$ cat src/rtl/key_pkg.sv
// Shared encodings for the key event path: event type codes and the
// per-key debounce state machine states.
package key_pkg;

  typedef enum logic [1:0] {
    EVT_NONE    = 2'b00,
    EVT_PRESS   = 2'b01,
    EVT_LONG    = 2'b10,
    EVT_RELEASE = 2'b11
  } evt_type_e;

  typedef enum logic [2:0] {
    KS_IDLE,
    KS_PRESS_DB,
    KS_PRESSED,
    KS_LONG,
    KS_RELEASE_DB
  } key_state_e;

  // Pending-bit slot order inside a key doubles as presentation priority.
  localparam int EVT_KINDS = 3;

  function automatic evt_type_e evt_code(input logic [1:0] kind);
    case (kind)
      2'd0:    return EVT_PRESS;
      2'd1:    return EVT_LONG;
      default: return EVT_RELEASE;
    endcase
  endfunction

endpackage

$ cat src/rtl/key_debounce.sv
// One key: two-flop synchroniser on the active-low pin, then a debounce /
// long-press state machine producing a level and one-cycle event pulses.
module key_debounce
  import key_pkg::*;
#(
  parameter int               CNT_W        = 25,
  parameter logic [CNT_W-1:0] DEBOUNCE_MAX = CNT_W'(999),
  parameter logic [CNT_W-1:0] LONG_MAX     = CNT_W'(24999)
) (
  input  logic clk_ss,
  input  logic rst_n,
  input  logic key_in,
  output logic level,
  output logic press_pulse,
  output logic long_pulse,
  output logic release_pulse
);

  logic [1:0]       sync;
  logic             s;
  key_state_e       state;
  logic [CNT_W-1:0] cnt;
  logic             long_fired;

  assign s = sync[1];

  // Synchroniser idles high so a released key never looks pressed after reset.
  always_ff @(posedge clk_ss or negedge rst_n) begin
    if (!rst_n) sync <= 2'b11;
    else        sync <= {sync[0], key_in};
  end

  always_ff @(posedge clk_ss or negedge rst_n) begin
    if (!rst_n) begin
      state         <= KS_IDLE;
      cnt           <= '0;
      long_fired    <= 1'b0;
      level         <= 1'b0;
      press_pulse   <= 1'b0;
      long_pulse    <= 1'b0;
      release_pulse <= 1'b0;
    end else begin
      press_pulse   <= 1'b0;
      long_pulse    <= 1'b0;
      release_pulse <= 1'b0;
      case (state)
        KS_IDLE: begin
          if (!s) begin
            state <= KS_PRESS_DB;
            cnt   <= '0;
          end
        end
        KS_PRESS_DB: begin
          if (s) begin
            state <= KS_IDLE;
          end else if (cnt == DEBOUNCE_MAX) begin
            state       <= KS_PRESSED;
            cnt         <= '0;
            level       <= 1'b1;
            press_pulse <= 1'b1;
          end else begin
            cnt <= cnt + CNT_W'(1);
          end
        end
        KS_PRESSED: begin
          if (s) begin
            state <= KS_RELEASE_DB;
            cnt   <= '0;
          end else if (cnt == LONG_MAX) begin
            state      <= KS_LONG;
            long_fired <= 1'b1;
            long_pulse <= 1'b1;
          end else begin
            cnt <= cnt + CNT_W'(1);
          end
        end
        KS_LONG: begin
          if (s) begin
            state <= KS_RELEASE_DB;
            cnt   <= '0;
          end
        end
        KS_RELEASE_DB: begin
          // A short high glitch returns to the held state with the long timer restarted.
          if (!s) begin
            state <= long_fired ? KS_LONG : KS_PRESSED;
            cnt   <= '0;
          end else if (cnt == DEBOUNCE_MAX) begin
            state         <= KS_IDLE;
            long_fired    <= 1'b0;
            level         <= 1'b0;
            release_pulse <= 1'b1;
          end else begin
            cnt <= cnt + CNT_W'(1);
          end
        end
        default: state <= KS_IDLE;
      endcase
    end
  end

endmodule

$ cat src/rtl/key_event_ctrl.sv
// Key event controller: per-key debouncers feed sticky pending bits, which
// drain by fixed priority into a single valid/ack event register.
module key_event_ctrl
  import key_pkg::*;
#(
  parameter int               NUM_KEYS     = 3,
  parameter int               CNT_W        = 25,
  parameter logic [CNT_W-1:0] DEBOUNCE_MAX = CNT_W'(999),
  parameter logic [CNT_W-1:0] LONG_MAX     = CNT_W'(24999)
) (
  input  logic                clk_ss,
  input  logic                rst_n,
  input  logic [NUM_KEYS-1:0] key_in,
  output logic [NUM_KEYS-1:0] key_level,
  output logic                evt_valid,
  output logic [2:0]          evt_key,
  output logic [1:0]          evt_type,
  input  logic                evt_ack,
  output logic                evt_ovf,
  input  logic                ovf_clr
);

  logic [NUM_KEYS-1:0][EVT_KINDS-1:0] pulse;
  logic [NUM_KEYS-1:0][EVT_KINDS-1:0] pending;
  logic [NUM_KEYS-1:0][EVT_KINDS-1:0] take;
  logic       load;
  logic       found;
  logic [2:0] sel_key;
  logic [1:0] sel_kind;
  logic       ovf_set;

  for (genvar k = 0; k < NUM_KEYS; k++) begin : g_key
    key_debounce #(
      .CNT_W       (CNT_W),
      .DEBOUNCE_MAX(DEBOUNCE_MAX),
      .LONG_MAX    (LONG_MAX)
    ) u_debounce (
      .clk_ss       (clk_ss),
      .rst_n        (rst_n),
      .key_in       (key_in[k]),
      .level        (key_level[k]),
      .press_pulse  (pulse[k][0]),
      .long_pulse   (pulse[k][1]),
      .release_pulse(pulse[k][2])
    );
  end

  assign load = !evt_valid || evt_ack;

  // Scan from the lowest priority upward so the last hit is the winner.
  always_comb begin
    found    = 1'b0;
    sel_key  = '0;
    sel_kind = '0;
    for (int k = NUM_KEYS - 1; k >= 0; k--) begin
      for (int t = EVT_KINDS - 1; t >= 0; t--) begin
        if (pending[k][t]) begin
          found    = 1'b1;
          sel_key  = 3'(k);
          sel_kind = 2'(t);
        end
      end
    end
  end

  always_comb begin
    take = '0;
    for (int k = 0; k < NUM_KEYS; k++) begin
      for (int t = 0; t < EVT_KINDS; t++) begin
        take[k][t] = load && found && (sel_key == 3'(k)) && (sel_kind == 2'(t));
      end
    end
  end

  assign ovf_set = |(pulse & pending & ~take);

  always_ff @(posedge clk_ss or negedge rst_n) begin
    if (!rst_n) begin
      pending   <= '0;
      evt_valid <= 1'b0;
      evt_key   <= '0;
      evt_type  <= EVT_NONE;
      evt_ovf   <= 1'b0;
    end else begin
      pending <= (pending & ~take) | pulse;
      if (load) begin
        evt_valid <= found;
        if (found) begin
          evt_key  <= sel_key;
          evt_type <= evt_code(sel_kind);
        end
      end
      if (ovf_set)      evt_ovf <= 1'b1;
      else if (ovf_clr) evt_ovf <= 1'b0;
    end
  end

endmodule

$ cat config.mk
export PLATFORM = sky130hd
export DESIGN_NAME = key_event_ctrl
export DESIGN_NICKNAME = d
export VERILOG_FILES = /design/src/rtl/key_pkg.sv /design/src/rtl/key_debounce.sv /design/src/rtl/key_event_ctrl.sv
export SDC_FILE = /design/constraint.sdc
export NUM_CORES = 1
export LEC_CHECK = 0
export ABC_CLOCK_PERIOD_IN_PS = 2900
export CAP_MARGIN = 20
export CORE_MARGIN = 8
export CORE_UTILIZATION = 25
export CTS_CLUSTER_DIAMETER = 100
export DETAILED_ROUTE_END_ITERATION = 10
export SYNTH_ARGS = -nofsm -noshare
export SYNTH_HDL_FRONTEND = slang
export SYNTH_SLANG_ARGS = --single-unit
$ cat constraint.sdc
create_clock -name clk_ss -period 2.9 [get_ports clk_ss]
set_input_delay 0.435 -clock clk_ss [delete_from_list [all_inputs] [get_ports clk_ss]]
set_output_delay 0.435 -clock clk_ss [all_outputs]
set_load 0.01 [all_outputs]
==> impl_metrics.ini <==
[run_status]
status = finished, final reports clean

[place]
io_buffers = 15
dp_hpwl_mm = 10.6
placed_cell_area_um2 = 7150
place_congestion = 0.885
pre_cts_ws_ps = 439

[synth]
yosysMostFrequentCell = dfrtp_1
synthTopCellsByCount = 114 x dfrtp_1, 67 x nand2_1, 55 x o21ai_0, 54 x a21oi_1, 54 x nand3_1
syn_avg_cell_area_um2 = 8.98
synth-edff-count = 0
syn_area_um2 = 6630
synth.top_cells.by_area = dfrtp_1 43%, o21ai_0 4.2%, a21oi_1 4.1%
synth_nets = 748
ys_seq_area_share_pct = 45.4
ys.flop_type = dfrtp_1
synth_cells = 738
yosys_warnings = 0
synthArstFlopShare_pct = 100
ys_types = 71
synth_top_area_share_pct = 43.1
ys_seq_elements = 120
synth_top_area_cell = dfrtp_1

[die]
die_h_um = 179
dieArea_um2 = 32000
initial_core_util_pct = 25.4
io_pins = 17
die_w_um = 179
design.core.area_um2 = 26100
rows = 59

[timing]
tns_ps = 0
skew_ps = 11.5
fin_ws_ps = 376
hold_violations = 0
rsz0062_at_grt = false
slew_violations = 0
min_period_ps = 2520
setup_violations = 0
worst_pin_slew_ps = 808
relSlewSlack_pct = 46.1
finalCritPeriodShare_pct = 87.0
fmax_mhz = 396

[global_routing]
grt_antenna_before_repair = 0
first_global_vias = 5450
grt_start_max_net_pins = 54
grt.overflow.total = 0
grt.total_usage_pct = 9.96
grt_pass1_wl_mm = 26.4

[clocking]
ctsHoldBuffers = 0
cts_buffer_depth = 2
cts.clk_slew.worst_paths_ps = 50
cts-root-buf = clkbuf_16
numCtsBuffers = 17
clk_latency_ps = 420
cts_tree = done
cts_max_level = 4
postCtsResizedCells = 0
cts_sinks = 120
cts_setup_buffers = 0

[detailed_routing]
drt_wl_total_mm = 15.4
viasPerCell = 5.13
drtAntennaViolNets = 0
drcViolationCount = 0
wl_per_cell_um = 14.0
drt_iter0_drc = 417
routed-via-count = 5658
dr.pass1.iters = 5

[job]
maxCapViolations = 0

[power]
peakVddDrop_mv = 0.573
p_per_area_nw_per_um2 = 580
p_leak_nw = 3.06
power_mw = 4.50

[critical_path]
critPathKind = flop to flop
arrival_ps = 2820
cp-end-kind = flop
worst_setup_path_start_kind = flop
required_ps = 3190
path_max_fanout = 8

[final_layout]
multiInputGateArea_um2 = 3350
area_delta_synth_final_pct = 17.1
antenna_cells = 0
layout-drive-gt1-share_pct = 9.64
fin_area_um2 = 7760
final_nets = 765
regArea_um2 = 3010
nFillCells = 2701

[hold_path]
hold_path_class = input pin to asynchronous set/reset pin
[layout by cell type (no fill, tap or decap), types with 7 or more instances in the layout]
cell,synthesis,final
nor3b_1,7,7
or3_1,23,23
a21o_1,8,8
nand2_1,67,67
nand3b_1,7,7
o22ai_1,9,9
o31ai_1,18,18
o21ai_1,12,12
xor2_1,8,8
buf_4,6,14
nor2_1,45,45
clkbuf_16,0,17
and3_1,18,18
nand4_1,15,15
a31oi_1,8,8
clkdlybuf4s50_1,0,14
dfrtp_1,114,114
a21oi_1,54,54
inv_1,23,23
o41ai_1,10,10
o21ai_0,55,55
nor4_1,14,14
nand2b_1,12,12
nand3_1,54,54
nor3_1,18,18
[worst max-delay path: stages (launching register included)]
cell and delay [ps]:
dfrtp_1 390, ha_1 250, nand4_1 300, or4_1 660, nor3_2 430, a22oi_1 110, o21ai_0 170, o31ai_1 90
[state kept, by name (all words and copies together), names as in the netlist]
register	cells
g_key.u_debounce.press_pulse	3
evt_key	2
g_key.u_debounce.level	3
evt_ovf	1
pending	9
evt_type	2
g_key.u_debounce.long_fired	3
g_key.u_debounce.sync	6
g_key.u_debounce.release_pulse	3
g_key.u_debounce.cnt	75
g_key.u_debounce.state	9
g_key.u_debounce.long_pulse	3
evt_valid	1
[area by class of cell]
class | count | area share, %
timing repair buffer | 30 | 3.68
clock buffer | 21 | 5.93
inverter | 24 | 1.16
multi-input combinational | 562 | 43.1
clock inverter | 11 | 1.90
sequential | 120 | 38.8
tap | 335 | 5.40
[worst paths after layout]
| kind | start | endpoint | slack (ps) | depth (start not counted) |
|---|---|---|---|---|
| setup / recovery | g_key[2].u_debounce.cnt[0] | g_key[2].u_debounce.cnt[18] | 380 | 7 |
| hold / removal | rst_n | g_key[0].u_debounce.cnt[8] | 20 | 1 |
| setup reg to reg | g_key[2].u_debounce.cnt[0] | g_key[2].u_debounce.cnt[18] | 380 | 7 |
| hold reg to reg | g_key[2].u_debounce.sync[0] | g_key[2].u_debounce.sync[1] | 350 | 0 |
| max in group asynchronous | rst_n | g_key[1].u_debounce.sync[0] | 2040 | 2 |
| min in group clk_ss | g_key[2].u_debounce.sync[0] | g_key[2].u_debounce.sync[1] | 350 | 0 |
[cells by family (layout without fill, tap and decap cells)]
group,after synthesis,in the layout,synth area share [%]
xor gates and xnor gates,8,8,1.06
AOI/OAI and AO/OA,222,222,21.5
buffers and inverters,56,86,4.06
and+or+nand+nor,322,322,26.4
muxes,6,6,0.944
other,1,1,0.0566
DFF,120,120,45.4
adders and majority gates,3,3,0.567
[report_power, final]
group | internal, mW | switching (mW) | leakage [nW]
Clock | 1.39 | 0.742 | 0.285
Combinational | 0.221 | 0.291 | 1.14
Sequential | 1.76 | 0.0871 | 1.63
[metal layers]
layer  wire [µm]  global-route usage, %
met5           0                      0
met2        7070                   15.5
met4         207                   4.06
met1        7610                   13.3
met3         549                   2.09
[per-stage QoR]
step                      cells  util, %  hold slack (ps)
after floorplan             738        -              139
after global placement     1071     27.4              346
after detailed placement   1071     27.4              347
after CTS                  1103     29.8             29.8
after global routing       1103     29.8             57.2
final                      1103     29.8             18.4
Note: power is estimated with default switching activity, not from simulation.
